### config.mk
export PLATFORM = sky130hd
export DESIGN_NAME = mem_stage
export DESIGN_NICKNAME = d
export VERILOG_FILES = /design/src/rtl/mem_stage.sv
export SDC_FILE = /design/constraint.sdc
export NUM_CORES = 1
export LEC_CHECK = 0
export ABC_AREA = 1
export BUFFER_PORTS_ARGS = -buffer_cell sky130_fd_sc_hd__buf_2
export CORE_MARGIN = 10
export CORE_UTILIZATION = 43
export DETAILED_ROUTE_END_ITERATION = 10
export PLACE_DENSITY = 0.8
export SLEW_MARGIN = 20
export SYNTH_ARGS = -nofsm -noshare
export SYNTH_HDL_FRONTEND = slang
export SYNTH_SLANG_ARGS = --single-unit
### constraint.sdc
create_clock -name clk -period 1.9 [get_ports clk]
set_input_delay 0 -clock clk [delete_from_list [all_inputs] [get_ports clk]]
set_output_delay 0 -clock clk [all_outputs]
set_load 0.005 [all_outputs]
### src/rtl/mem_stage.sv
// MEM stage of a 5-stage RV32I pipeline: word-wide dmem access over req/ack,
// branch/jump redirect, mem-stage forwarding value and the MEM/WB register.
module mem_stage #(
   parameter int unsigned TIMEOUT = 256
) (
   input  logic        clk,
   input  logic        rst,
   input  logic        regwrite,
   input  logic        loadF,
   input  logic        storeF,
   input  logic        jalF,
   input  logic        jalrF,
   input  logic [31:0] target,
   input  logic [31:0] result,
   input  logic [31:0] store_data,
   input  logic        branch_cond,
   input  logic [4:0]  regDF,
   output logic        dmem_req,
   output logic        dmem_we,
   output logic [31:0] dmem_addr,
   output logic [31:0] dmem_wdata,
   input  logic        dmem_ack,
   input  logic [31:0] dmem_rdata,
   output logic        stall,
   output logic        branch_flush,
   output logic        jal_flush,
   output logic [31:0] redirect_pc,
   output logic [4:0]  regD_mem,
   output logic [31:0] regD_val_mem,
   output logic        regwrite_mem,
   output logic [4:0]  regD_wb,
   output logic [31:0] regD_val_wb,
   output logic        regwrite_wb,
   output logic        bus_err
);

   localparam int unsigned   CW   = (TIMEOUT > 1) ? $clog2(TIMEOUT) : 1;
   localparam logic [CW-1:0] LAST = CW'(TIMEOUT - 1);

   typedef enum logic [1:0] {
      IDLE = 2'd0,
      WAIT = 2'd1,
      DONE = 2'd2
   } state_t;

   state_t        state;
   logic [CW-1:0] wait_cnt;
   logic [31:0]   load_data;
   logic          mem_op;
   logic          expire;

   assign mem_op = loadF | storeF;
   // TIMEOUT=0 disables abandonment entirely; the counter then just free-runs.
   assign expire = (TIMEOUT != 0) && (wait_cnt == LAST);

   // NOTE: non-blocking assignments so every register samples pre-edge values.
   always_ff @(posedge clk or negedge rst) begin
      if (!rst) begin
         state     <= IDLE;
         wait_cnt  <= '0;
         load_data <= '0;
         bus_err   <= 1'b0;
      end else begin
         unique case (state)
            IDLE: begin
               wait_cnt <= '0;
               if (mem_op) state <= WAIT;
            end
            WAIT: begin
               // An ack on the expiry edge still completes the access normally.
               if (dmem_ack) begin
                  load_data <= dmem_rdata;
                  state     <= DONE;
               end else if (expire) begin
                  load_data <= '0;
                  bus_err   <= 1'b1;
                  state     <= DONE;
               end else begin
                  wait_cnt <= wait_cnt + 1'b1;
               end
            end
            DONE:    state <= IDLE;
            default: state <= IDLE;
         endcase
      end
   end

   always_comb begin
      // NOTE: every output gets a default first so no path can infer a latch.
      dmem_req     = 1'b0;
      dmem_we      = 1'b0;
      dmem_addr    = '0;
      dmem_wdata   = '0;
      stall        = 1'b0;
      branch_flush = 1'b0;
      jal_flush    = 1'b0;
      redirect_pc  = '0;
      regD_mem     = '0;
      regD_val_mem = '0;
      regwrite_mem = 1'b0;
      if (rst) begin
         dmem_req     = (state == WAIT) || ((state == IDLE) && mem_op);
         dmem_we      = dmem_req && storeF;
         dmem_addr    = {result[31:2], 2'b00};
         dmem_wdata   = store_data;
         stall        = dmem_req;
         branch_flush = (state == IDLE) && branch_cond;
         jal_flush    = (state == IDLE) && (jalF || jalrF);
         redirect_pc  = (branch_flush || jal_flush) ? target : '0;
         regD_mem     = regDF;
         regD_val_mem = ((state == DONE) && loadF) ? load_data : result;
         regwrite_mem = regwrite && (regDF != 5'd0) && (!loadF || (state == DONE));
      end
   end

   // A stalled cycle inserts a bubble into WB but keeps the last rd/value visible.
   always_ff @(posedge clk or negedge rst) begin
      if (!rst) begin
         regwrite_wb <= 1'b0;
         regD_wb     <= '0;
         regD_val_wb <= '0;
      end else if (stall) begin
         regwrite_wb <= 1'b0;
      end else begin
         regwrite_wb <= regwrite_mem;
         regD_wb     <= regDF;
         regD_val_wb <= regD_val_mem;
      end
   end

endmodule
## Yosys cells after proc, flatten, opt, wreduce, memory -nomap -nowiden

Cells that the tools add are included.

| word-level totals | value |
|---|---|
| output and inout bits | 178 |
| register bits | 81 |
| input bits | 142 |
| logic and storage cells | 59 |

| cells by class | value |
|---|---|
| muxes and demuxes | 22 |
| reductions and logical operators | 20 |
| add/subtract/negate cells | 1 |
| bitwise gates (word level) | 2 |
| eq/ne operators | 7 |

Operator list:

| cell | number |
|---|---|
| $mux W32 | 8 |
| $mux W8 | 2 |
| $pmux W8 S2 | 1 |
| $add A8 B1 Y8 const B | 1 |
| $eq A8 B8 Y1 const B | 1 |
| $logic_and A1 B1 Y1 | 7 |
| $mux W1 | 6 |
| $mux W2 | 3 |
| $ne A2 B2 Y1 const B | 3 |
| $reduce_and A3 Y1 | 2 |
| $mux W5 | 1 |
| $reduce_bool A5 Y1 | 1 |
| $logic_or A1 B1 Y1 | 4 |
| $pmux W2 S2 | 1 |
| $reduce_and A2 Y1 | 2 |
| $reduce_bool A2 Y1 | 2 |
| $ne A3 B3 Y1 const B | 1 |
| $eq A2 B1 Y1 const B | 1 |
| $eq A2 B2 Y1 const B | 1 |
| $logic_not A2 Y1 | 1 |
| $logic_not A1 Y1 | 1 |
| $not A1 Y1 | 1 |
| $or A1 B1 Y1 | 1 |

## Longest topological paths before layout

Gate-level depths: netlist of run 1.

| depth | value |
|---|---|
| depth after elaboration | 5 |
| depth in mapped cells | 9 |
| depth with buffers taken out | 8 |

## Worst setup path after synthesis of run 1

No wires, ideal clock.

| path | value |
|---|---|
| kind | reg-to-reg |
| start point | register wait_cnt[1] |
| end point | register load_data[10] |
| clock period less this slack | 1385 ps |
| slack | 515 ps |
| data arrival time | 1268 ps |
| library setup time | 117 ps |
| data required time | 1783 ps |
| buffers on the path | 1 |
| cell stages (with the launch flop) | 10 |
| cell sequence | dfrtp_1 -> ha_1 -> nand2_1 -> nor2_2 -> nand2_1 -> nand2_1 -> nand2_1 -> buf_2 -> nand2_1 -> nand2_1 |

| between the ends | value |
|---|---|
| longest elaborated chain between the ends | 3 |

Ends and longest elaborated chain:

| item | line | text |
|---|---|---|
| from (decl) | 47 | `logic [CW-1:0] wait_cnt;` |
| from (signal assigned) | 79 | `wait_cnt <= wait_cnt + 1'b1;` |
| $eq A8 B8 Y1 | 54 | `assign expire = (TIMEOUT != 0) && (wait_cnt == LAST);` |
| $reduce_bool A2 Y1 (no line) | n/a |  |
| $reduce_and A2 Y1 (no line) | n/a |  |
| to (signal assigned) | 72 | `load_data <= dmem_rdata;` |
| to (decl) | 48 | `logic [31:0] load_data;` |

Every way passes these cells.
A chain may end at the register's enable or synchronous reset.

## Worst setup path after layout of run 1

| path | value |
|---|---|
| start point | register state[1] |
| end point | output port regD_val_mem[0] |

| between the ends | value |
|---|---|
| longest elaborated chain between the ends | 4 |

Ends and longest elaborated chain:

| item | line | text |
|---|---|---|
| from (decl) | 46 | `state_t state;` |
| from (signal assigned) | 59 | `state <= IDLE;` |
| from (signal assigned) | 67 | `if (mem_op) state <= WAIT;` |
| from (signal assigned) | 73 | `state <= DONE;` |
| $eq A2 B2 Y1 | 111 | `regD_val_mem = ((state == DONE) && loadF) ? load_data : result;` |
| $logic_and A1 B1 Y1 | 111 |  |
| $mux W32 | 111 |  |
| $mux W32 | 101 | `if (rst) begin` |
| to (decl) | 29 | `output logic [31:0] regD_val_mem,` |

Every way passes these cells.

==> results.sh, run 1 <==
export IMPL_syn2layout_area_growth_pct=51.2
export IMPL_drc=0
export IMPL_synth_edf_count=0
export IMPL_r2r_cells=9
export IMPL_fin_hold_ws_ns=0.0276
export IMPL_io_pins=320
export IMPL_switching_share_pct=35.6
export IMPL_post_place_ws_ns=0.316
export IMPL_hp_class="in2reg"
export IMPL_cp_arrival_ns=1.73
export IMPL_p_clk_share_pct=27.8
export IMPL_syn_area_per_cell_um2=6.23
export IMPL_tightest_slew_ns=0.586
export IMPL_cts_tree="done"
export IMPL_drtIter0Drc=312
export IMPL_setup_viol=0
export IMPL_whs_path_depth=5
export IMPL_finClkSkew_ns=0.0125
export IMPL_synth_async_sr_flop_share_pct=100
export IMPL_maxCapViolations=0
export IMPL_yosys_cell_count_top_type="nand2_1"
export IMPL_dp_hpwl_um=13700
export IMPL_cts_buffers=9
export IMPL_antenna_found_initial=5
export IMPL_place_area_um2=6530
export IMPL_leakage_nw=5.13
export IMPL_num_vias=5724
export IMPL_drive_gt1_share_pct=31.6
export IMPL_grt_pass1_vias=5702
export IMPL_power_density_nw_per_um2=1000
export IMPL_syn_area_um2=4830
export IMPL_ys_types=23
export IMPL_max_freq_mhz=577
export IMPL_synth_area_top_cells="dfrtp_1, nand2_1, inv_1, nor2_1, nand3_1"
export IMPL_seq_area_um2=2030
export IMPL_use_met3_pct=6.50
export IMPL_die_w_um=126
export IMPL_top_usage_layer="met2"
export IMPL_vdd_drop_max_uv=759
export IMPL_start_util_pct=44.2
export IMPL_setup_worst_path_end_class="output port"
export IMPL_switchingPower_mw=2.61
export IMPL_wl_per_cell_um=14.6
export IMPL_yosysTopAreaCellShare_pct=42.0
export IMPL_status="finished clean"
export IMPL_root_buffer="clkbuf_16"
export IMPL_grt_max_degree=132
export IMPL_finalMaxSlewViolations=0
export IMPL_grt_use_met2_pct=40.4
export IMPL_gr_total_overflow=0
export IMPL_path_class="reg2out"
export IMPL_postCtsSetupRepairBufs=0
export IMPL_grt_usage_pct=22.2
export IMPL_die_area_um2=15900
export IMPL_regToRegEndpoint="load_data[15]$_DFFE_PN0P_"
export IMPL_p_int_mw=4.72
export IMPL_final_util_pct=66.8
export IMPL_finalInstanceArea_um2=7300
export IMPL_grt_pass1_wl_um=29300
export IMPL_cp_start_kind="flip-flop"
export IMPL_hold_start="result[1]"
export IMPL_setup_slack_ns=0.168
export IMPL_fillers=980
export IMPL_multi_input_comb_area_um2=1950
export IMPL_portBuffers=317
export IMPL_yosys_top_cells_count="nand2_1, inv_1, nor2_1"
export IMPL_required_ns=1.90
export IMPL_comb_power_share_pct=36.2
export IMPL_ys_seq_area_share_pct=42.0
export IMPL_viasPerCell=4.52
export IMPL_rsz0062_at_grt="no"
export IMPL_setup_tns_final_ns=0
export IMPL_slew_headroom_pct=60.9
export IMPL_finalHoldViolCount=0
export IMPL_grt_util_met1_pct=23.7
export IMPL_reg2reg_slack_ns=0.39
export IMPL_clock_latency_ns=0.33
export IMPL_fp_row_count=38
export IMPL_crit_fanout=24
export IMPL_gp_congestion=0.891
export IMPL_pwr_share_seq_pct=36.0
export IMPL_ys_ff_latch=81
export IMPL_yosys_area_top_type="dfrtp_1"
export IMPL_layout_nets=1259
export IMPL_clk_pin_slew_ns=0.06
export IMPL_drtAntennaViolNets=0
export IMPL_synth_warnings=0
export IMPL_ctsHtreeMaxLevel=3
export IMPL_hold_path_endpoint="regD_val_wb[1]$_DFFE_PN0N_"
export IMPL_die_y_um=126
export IMPL_final_min_clock_period_ns=1.73
export IMPL_first_pass_iters=4
export IMPL_clock_sinks=81
export IMPL_core_area_um2=10900
export IMPL_finalCritPeriodShare_pct=91.2
export IMPL_clock_path_buffers=2
export IMPL_timing_rr_start="wait_cnt[1]$_DFFE_PN0P_"
export IMPL_ys_flop_type="dfrtp_1"
export IMPL_drt_total_wl_um=18500
export IMPL_postSynthCellCount=775
==> layer usage <==
layer	wire length, um	up-vias
li1	-	2902
met1	7150	2566
met2	9570	230
met3	1300	26
met4	435	0
met5	0	-
==> how the worst max path moves through the flow <==
stage / start / end / slack (ns) / cells past startpoint
CTS: state[1]$_DFFE_PN0P_ / dmem_req / 0.08 / 5
finish: state[1]$_DFFE_PN0P_ / regD_val_mem[0] / 0.17 / 9
global route: state[1]$_DFFE_PN0P_ / regD_val_mem[0] / 0.007 / 9
detailed placement: state[0]$_DFFE_PN0P_ / regD_val_wb[16]$_DFFE_PN0N_ / 0.32 / 5
floorplan: wait_cnt[1]$_DFFE_PN0P_ / load_data[10]$_DFFE_PN0P_ / 0.52 / 9
global placement: state[1]$_DFFE_PN0P_ / regD_val_wb[13]$_DFFE_PN0N_ / 0.40 / 5
==> stage by stage <==
stage / cells / power (mW)
after floorplan: 776 / 4.04
final: 1265 / 7.33
after CTS: 1260 / 7.38
after detailed placement: 1205 / 5.23
after global placement: 1205 / 5.17
after global routing: 1265 / 7.91
==> kinds of logic after synthesis <==
group           synth area share (%)
simple gates                    34.9
buf+inv                         17.7
flops                           42.0
compound gates                  4.72
xor+xnor                       0.363
fa+ha+maj                      0.259
other cells                   0.0777
==> layout by cell type (no fill, tap or decap), types with 5 or more instances in the layout <==
master and count:
buf_2 316, buf_4 9, clkbuf_16 9, dfrtp_1 81
diode_2 5, dlygate4sd3_1 40, inv_1 175, nand2_1 270
nand3_1 42, nor2_1 110, o21ai_0 27, o21ai_1 11
==> timing repair <==
action	in CTS	in global routing
hold buffers	40	0
endpoints found under the hold margin	110	0
setup endpoints to repair	0	14
resized for setup	0	2
==> critical path, stage by stage, from the launching register on <==
cell and delay (ns):
dfrtp_1 0.39, inv_2 0.09, nor2_1 0.05, nand2_2 0.08
buf_4 0.27, nor2_1 0.07, nor2_1 0.09, nand2_1 0.11
inv_1 0.12, buf_2 0.14
==> flip-flops by register name, indices dropped and copies added, names as in the netlist <==
| register | cells |
|---|---|
| bus_err | 1 |
| load_data | 32 |
| regD_val_wb | 32 |
| regD_wb | 5 |
| regwrite_wb | 1 |
| state | 2 |
| wait_cnt | 8 |
==> layout make-up <==
class	instances	share of cell area (%)
antenna	5	0.171
sequential	81	27.8
multi-input combinational	477	26.8
clock buffer	11	3.46
clock inverter	4	1.35
inverter	178	9.15
tap	140	2.40
timing repair buffer	369	28.9
==> power by group through the flow <==
stage | Sequential (mW) | Clock (mW) | Combinational (mW)
6_report | 2.64 | 2.04 | 2.65
5_1_grt | 2.71 | 2.17 | 3.03
4_1_cts | 2.64 | 2.08 | 2.66
3_5_place_dp | 2.64 | 0 | 2.59
3_3_place_gp | 2.65 | 0 | 2.52
2_1_floorplan | 2.63 | 0 | 1.41
Power figures use the tool's default switching activity.
==> run 2, diff against run 1 <==
- BUFFER_PORTS_ARGS: -buffer_cell sky130_fd_sc_hd__buf_2 -> -buffer_cell sky130_fd_sc_hd__buf_4
==> run 2 against run 1 <==
  * Die area did not move
  * Critical path type is now in2out
  * Power rose by 2.4%
  * Clock-buffer cell count did not move
  * Clock power fell by 13%
  * Worst hold slack got worse by 0.0038 ns
  * Highest routed layer unchanged
==> results.sh, run 2 (same netlist as run 1, synthesis figures left out) <==
export IMPL_drtIter0Drc=242
export IMPL_crit_fanout=61
export IMPL_fp_row_count=38
export IMPL_path_class="in2out"
export IMPL_wl_per_cell_um=15.4
export IMPL_ctsHtreeMaxLevel=3
export IMPL_max_freq_mhz=584
export IMPL_cts_tree="done"
export IMPL_drtAntennaViolNets=0
export IMPL_switchingPower_mw=2.70
export IMPL_cts_buffers=9
export IMPL_drive_gt1_share_pct=31.8
export IMPL_finClkSkew_ns=0.0102
export IMPL_required_ns=1.90
export IMPL_setup_viol=0
export IMPL_crit_chain="dlygate4sd3_1, buf_4, buf_12, buf_12, nand2_1, inv_1, buf_4"
export IMPL_p_clk_share_pct=23.5
export IMPL_final_common_cell="buf_4"
export IMPL_finalInstanceArea_um2=8080
export IMPL_layout_nets=1262
export IMPL_fin_hold_ws_ns=0.0239
export IMPL_status="finished clean"
export IMPL_mostFrequentLayoutCells="buf_4, nand2_1, inv_1"
export IMPL_hp_class="in2reg"
export IMPL_switching_share_pct=36.0
export IMPL_vdd_drop_max_uv=691
export IMPL_grt_pass1_wl_um=30500
export IMPL_clock_sinks=81
export IMPL_crit_buf_inv=6
export IMPL_post_place_ws_ns=0.320
export IMPL_power_density_nw_per_um2=928
export IMPL_comb_power_share_pct=41.0
export IMPL_cpMaxStageDelayCell="dlygate4sd3_1"
export IMPL_antenna_found_initial=0
export IMPL_start_util_pct=44.2
export IMPL_grt_usage_pct=23.3
export IMPL_critical_path_top_delay_family="buffers and inverters"
export IMPL_finalHoldViolCount=0
export IMPL_cp_start_kind="primary input"
export IMPL_setup_tns_final_ns=0
export IMPL_drc=0
export IMPL_die_area_um2=15900
export IMPL_seq_area_um2=2030
export IMPL_clk_pin_slew_ns=0.06
export IMPL_multi_input_comb_area_um2=1960
export IMPL_post_place_cells=1207
export IMPL_critPathMaxStageDelay_ns=0.54
export IMPL_clock_latency_ns=0.33
export IMPL_root_buffer="clkbuf_16"
export IMPL_rsz0062_at_grt="no"
export IMPL_drt_total_wl_um=19500
export IMPL_final_util_pct=73.9
export IMPL_insertedDiodeCount=0
export IMPL_p_int_mw=4.81
export IMPL_core_area_um2=10900
export IMPL_die_y_um=126
export IMPL_clock_path_buffers=2
export IMPL_gr_total_overflow=0
export IMPL_finalNonFillerCells=1264
export IMPL_syn2layout_area_growth_pct=67.4
export IMPL_maxCapViolations=0
export IMPL_leakage_nw=5.31
export IMPL_first_pass_iters=4
export IMPL_grt_max_degree=62
export IMPL_fillers=864
export IMPL_final_min_clock_period_ns=1.71
export IMPL_dp_hpwl_um=14900
export IMPL_top_regs="load_data x32, regD_val_wb x32, wait_cnt x8"
export IMPL_pwr_share_seq_pct=35.5
export IMPL_grt_pass1_vias=5687
export IMPL_setup_worst_path_end_class="output port"
export IMPL_num_vias=5730
export IMPL_setup_slack_ns=0.188
export IMPL_viasPerCell=4.53
export IMPL_p_total_mw=7.50
export IMPL_io_pins=320
export IMPL_die_w_um=126
export IMPL_gp_congestion=0.879
export IMPL_finalMaxSlewViolations=0
export IMPL_portBuffers=317
export IMPL_cp_arrival_ns=1.71
export IMPL_finalCritPeriodShare_pct=90.1
export IMPL_place_area_um2=7360
[run 2: worst paths after layout]
path                                 startpoint                           to  slack, ns  cells past startpoint
min in group asynchronous                   rst      wait_cnt[5]$_DFFE_PN0P_       0.10                      2
min reg2reg                 bus_err$_DFFE_PN0P_          bus_err$_DFFE_PN0P_       0.47                      1
max in group asynchronous                   rst   regD_val_wb[2]$_DFFE_PN0N_       0.98                      4
min                                       loadF         state[0]$_DFFE_PN0P_       0.02                      3
max                                         rst               dmem_wdata[25]       0.19                      7
max reg2reg                state[1]$_DFFE_PN0P_  regD_val_wb[20]$_DFFE_PN0N_       0.28                      5
[run 2: power by group through the flow]
stage,Sequential [mW],Combinational (mW),Clock (mW)
after floorplan,2.63,1.41,0
after global placement,2.67,2.95,0
after detailed placement,2.67,3.01,0
after CTS,2.65,3.09,1.79
after global routing,2.73,3.44,1.87
final,2.66,3.07,1.77
[run 2: final cells by class]
cell class              count  area share (%)
clock buffers              11            3.00
clock inverters             5           0.774
inverters                 178            8.30
multi-input cells         477            24.2
flip-flops and latches     81            25.1
well taps                 140            2.17
repair buffers            372            36.4
[run 2: timing repair]
| action | 4_1_cts | 5_1_grt |
|---|---|---|
| endpoints found under the setup margin | 0 | 26 |
| hold buffers | 40 | 0 |
| buffers inserted | 0 | 1 |
| resized for setup | 0 | 4 |
| endpoints found under the hold margin | 83 | 0 |
[run 2: routing by layer]
metal / global-route usage, % / share of wire (%)
met1: 25.4 / 38
met5: 0 / 0
met2: 42.8 / 52
met4: 7.30 / 2.1
met3: 6.33 / 7.5
[run 2: worst register-to-register path, stage by stage (launching register included)]
cell and delay, ns:
dfrtp_1 0.41, nor2_2 0.19, o21ai_1 0.16, a21oi_4 0.19
buf_4 0.36, o21ai_0 0.18
==> run 3, diff against run 2 <==
- SETUP_SLACK_MARGIN: default -> 0.4
==> run 3 against run 2 <==
  * The flow now finishes with violations (hold timing)
  * Clock-buffer cell count stayed put
  * Worst hold slack worse by 0.50 ns
  * First-iteration DRC count is 41% higher
  * Global-route usage increased by 0.29 points
  * Die area unchanged
  * Register-to-register slack better by 0.04 ns
  * Critical path depth is 2 higher
  * Worst setup slack gained 0.013 ns
==> results.sh, run 3 (same netlist as run 1, synthesis figures left out) <==
export IMPL_grt_pass1_vias=5715
export IMPL_cp_start_kind="flip-flop"
export IMPL_post_place_cells=1207
export IMPL_dp_hpwl_um=14900
export IMPL_clock_latency_ns=0.33
export IMPL_grt_usage_pct=23.6
export IMPL_setup_worst_path_end_class="output port"
export IMPL_grt_max_degree=62
export IMPL_final_min_clock_period_ns=1.70
export IMPL_insertedDiodeCount=0
export IMPL_finalNonFillerCells=1287
export IMPL_crit_buf_inv=4
export IMPL_io_pins=320
export IMPL_syn2layout_area_growth_pct=83.1
export IMPL_crit_fanout=30
export IMPL_setup_tns_final_ns=0
export IMPL_cp_arrival_ns=1.70
export IMPL_clock_path_buffers=2
export IMPL_die_w_um=126
export IMPL_vdd_drop_max_uv=648
export IMPL_crit_top_cell="nor2_1"
export IMPL_clk_pin_slew_ns=0.06
export IMPL_cts_buffers=9
export IMPL_hp_class="in2async"
export IMPL_drtIter0Drc=341
export IMPL_gp_congestion=0.879
export IMPL_drtAntennaViolNets=0
export IMPL_fp_row_count=38
export IMPL_gr_total_overflow=0
export IMPL_cpMaxStageDelayCell="dfrtp_1"
export IMPL_die_y_um=126
export IMPL_setup_worst_path_end="regD_val_mem[21]"
export IMPL_portBuffers=317
export IMPL_mostFrequentLayoutCells="buf_4, nand2_1, inv_1"
export IMPL_final_common_cell="buf_4"
export IMPL_cts_tree="done"
export IMPL_power_density_nw_per_um2=981
export IMPL_crit_path_start="state[1]$_DFFE_PN0P_"
export IMPL_first_pass_iters=5
export IMPL_finalMaxSlewViolations=0
export IMPL_leakage_nw=5.59
export IMPL_required_ns=1.90
export IMPL_cts_hold_fix_buffers=40
export IMPL_path_class="reg2out"
export IMPL_cp_depth=9
export IMPL_timing_rr_start="state[1]$_DFFE_PN0P_"
export IMPL_root_buffer="clkbuf_16"
export IMPL_die_area_um2=15900
export IMPL_core_area_um2=10900
export IMPL_viasPerCell=4.79
export IMPL_clock_sinks=81
export IMPL_finClkSkew_ns=0.0106
export IMPL_fin_hold_ws_ns=-0.479
export IMPL_maxCapViolations=0
export IMPL_grt_pass1_wl_um=30900
export IMPL_reg2reg_slack_ns=0.32
export IMPL_critical_path_top_delay_family="simple AND/OR/NAND/NOR gates"
export IMPL_setup_viol=0
export IMPL_finalHoldViolCount=44
export IMPL_finalCritPeriodShare_pct=89.4
export IMPL_regToRegEndpoint="regD_val_wb[16]$_DFFE_PN0N_"
export IMPL_layout_nets=1285
export IMPL_antenna_found_initial=0
export IMPL_critPathMaxStageDelay_ns=0.43
export IMPL_wl_per_cell_um=17.3
export IMPL_ctsHtreeMaxLevel=3
export IMPL_start_util_pct=44.2
export IMPL_setup_slack_ns=0.201
export IMPL_violations="hold timing"
export IMPL_top_regs="load_data x32, regD_val_wb x32, wait_cnt x8"
export IMPL_post_place_ws_ns=0.320
export IMPL_r2r_cells=7
export IMPL_status="finished, violations left"
export IMPL_max_freq_mhz=589
export IMPL_p_total_mw=8.67
export IMPL_rsz0062_at_grt="yes"
export IMPL_drt_total_wl_um=22300
export IMPL_crit_chain="inv_2, nor2_4, nand2_4, buf_12, nor2_1, nor2_1, nand2_1, inv_1, buf_4"
export IMPL_num_vias=6160
export IMPL_drc=0
export IMPL_drive_gt1_share_pct=40.4
[run 3: changes by cell type in the layout (fill, tap and decap cells not counted), moves of 14 or more]
cell,previous run,this run
nand2_2,0,17
o21ai_2,0,14
o21ai_0,27,12
nor2_4,0,19
buf_6,1,21
nand2_1,270,248
nor2_2,3,27
nor2_1,110,67
[run 3: worst register-to-register path, cell delays in order (launching register included)]
cell       delay [ns]
dfrtp_1          0.43
inv_2            0.13
nand2_1          0.16
a21oi_4          0.26
buf_12           0.16
buf_8            0.11
clkbuf_16        0.15
o21ai_0          0.08
[run 3: per-stage QoR]
step	utilization, %	area, um2
floorplan	-	4830
global placement	67.3	7360
detailed placement	67.3	7360
CTS	74.6	8150
global route	80.9	8840
finish	80.9	8840
[run 3: report_power, final]
part	switching (mW)	internal (mW)	total [mW]
registers	0.413	2.32	2.73
clock network	0.720	1.06	1.78
logic	2.12	2.04	4.16
total	3.25	5.42	8.67
[run 3: area by class of cell]
cell class	count	area [um2]
timing repair buffer	395	3350
clock buffer	11	243
multi-input combinational	477	2310
fill	705	2090
inverter	178	671
clock inverter	5	62.6
sequential	81	2030
tap	140	175
[run 3: worst min-delay path by stage]
stage                     slack [ns]  startpoint                       to  depth (start not counted)
after floorplan                -0.30         rst      bus_err$_DFFE_PN0P_                          0
after global placement         -0.13         rst  wait_cnt[6]$_DFFE_PN0P_                          1
after detailed placement       -0.13         rst  wait_cnt[6]$_DFFE_PN0P_                          1
after CTS                      -0.48         rst  wait_cnt[5]$_DFFE_PN0P_                          1
after global routing           -0.48         rst  wait_cnt[5]$_DFFE_PN0P_                          1
final                          -0.48         rst  wait_cnt[5]$_DFFE_PN0P_                          1
[run 3: routing by layer]
layer	GRT usage (%)	vias up	routed length, um
met1	25.5	2889	8090
met5	0	-	0
met2	43.6	272	12000
li1	-	2958	-
met4	7.43	0	565
met3	6.33	41	1690
[run 3: what timing repair did]
action                     in CTS  in global routing
setup endpoints to repair     131                137
hold endpoints to repair       83                 44
gates resized for setup        17                145
pin swaps                       2                  9
setup buffers                   4                 11
gates cloned                    0                  9
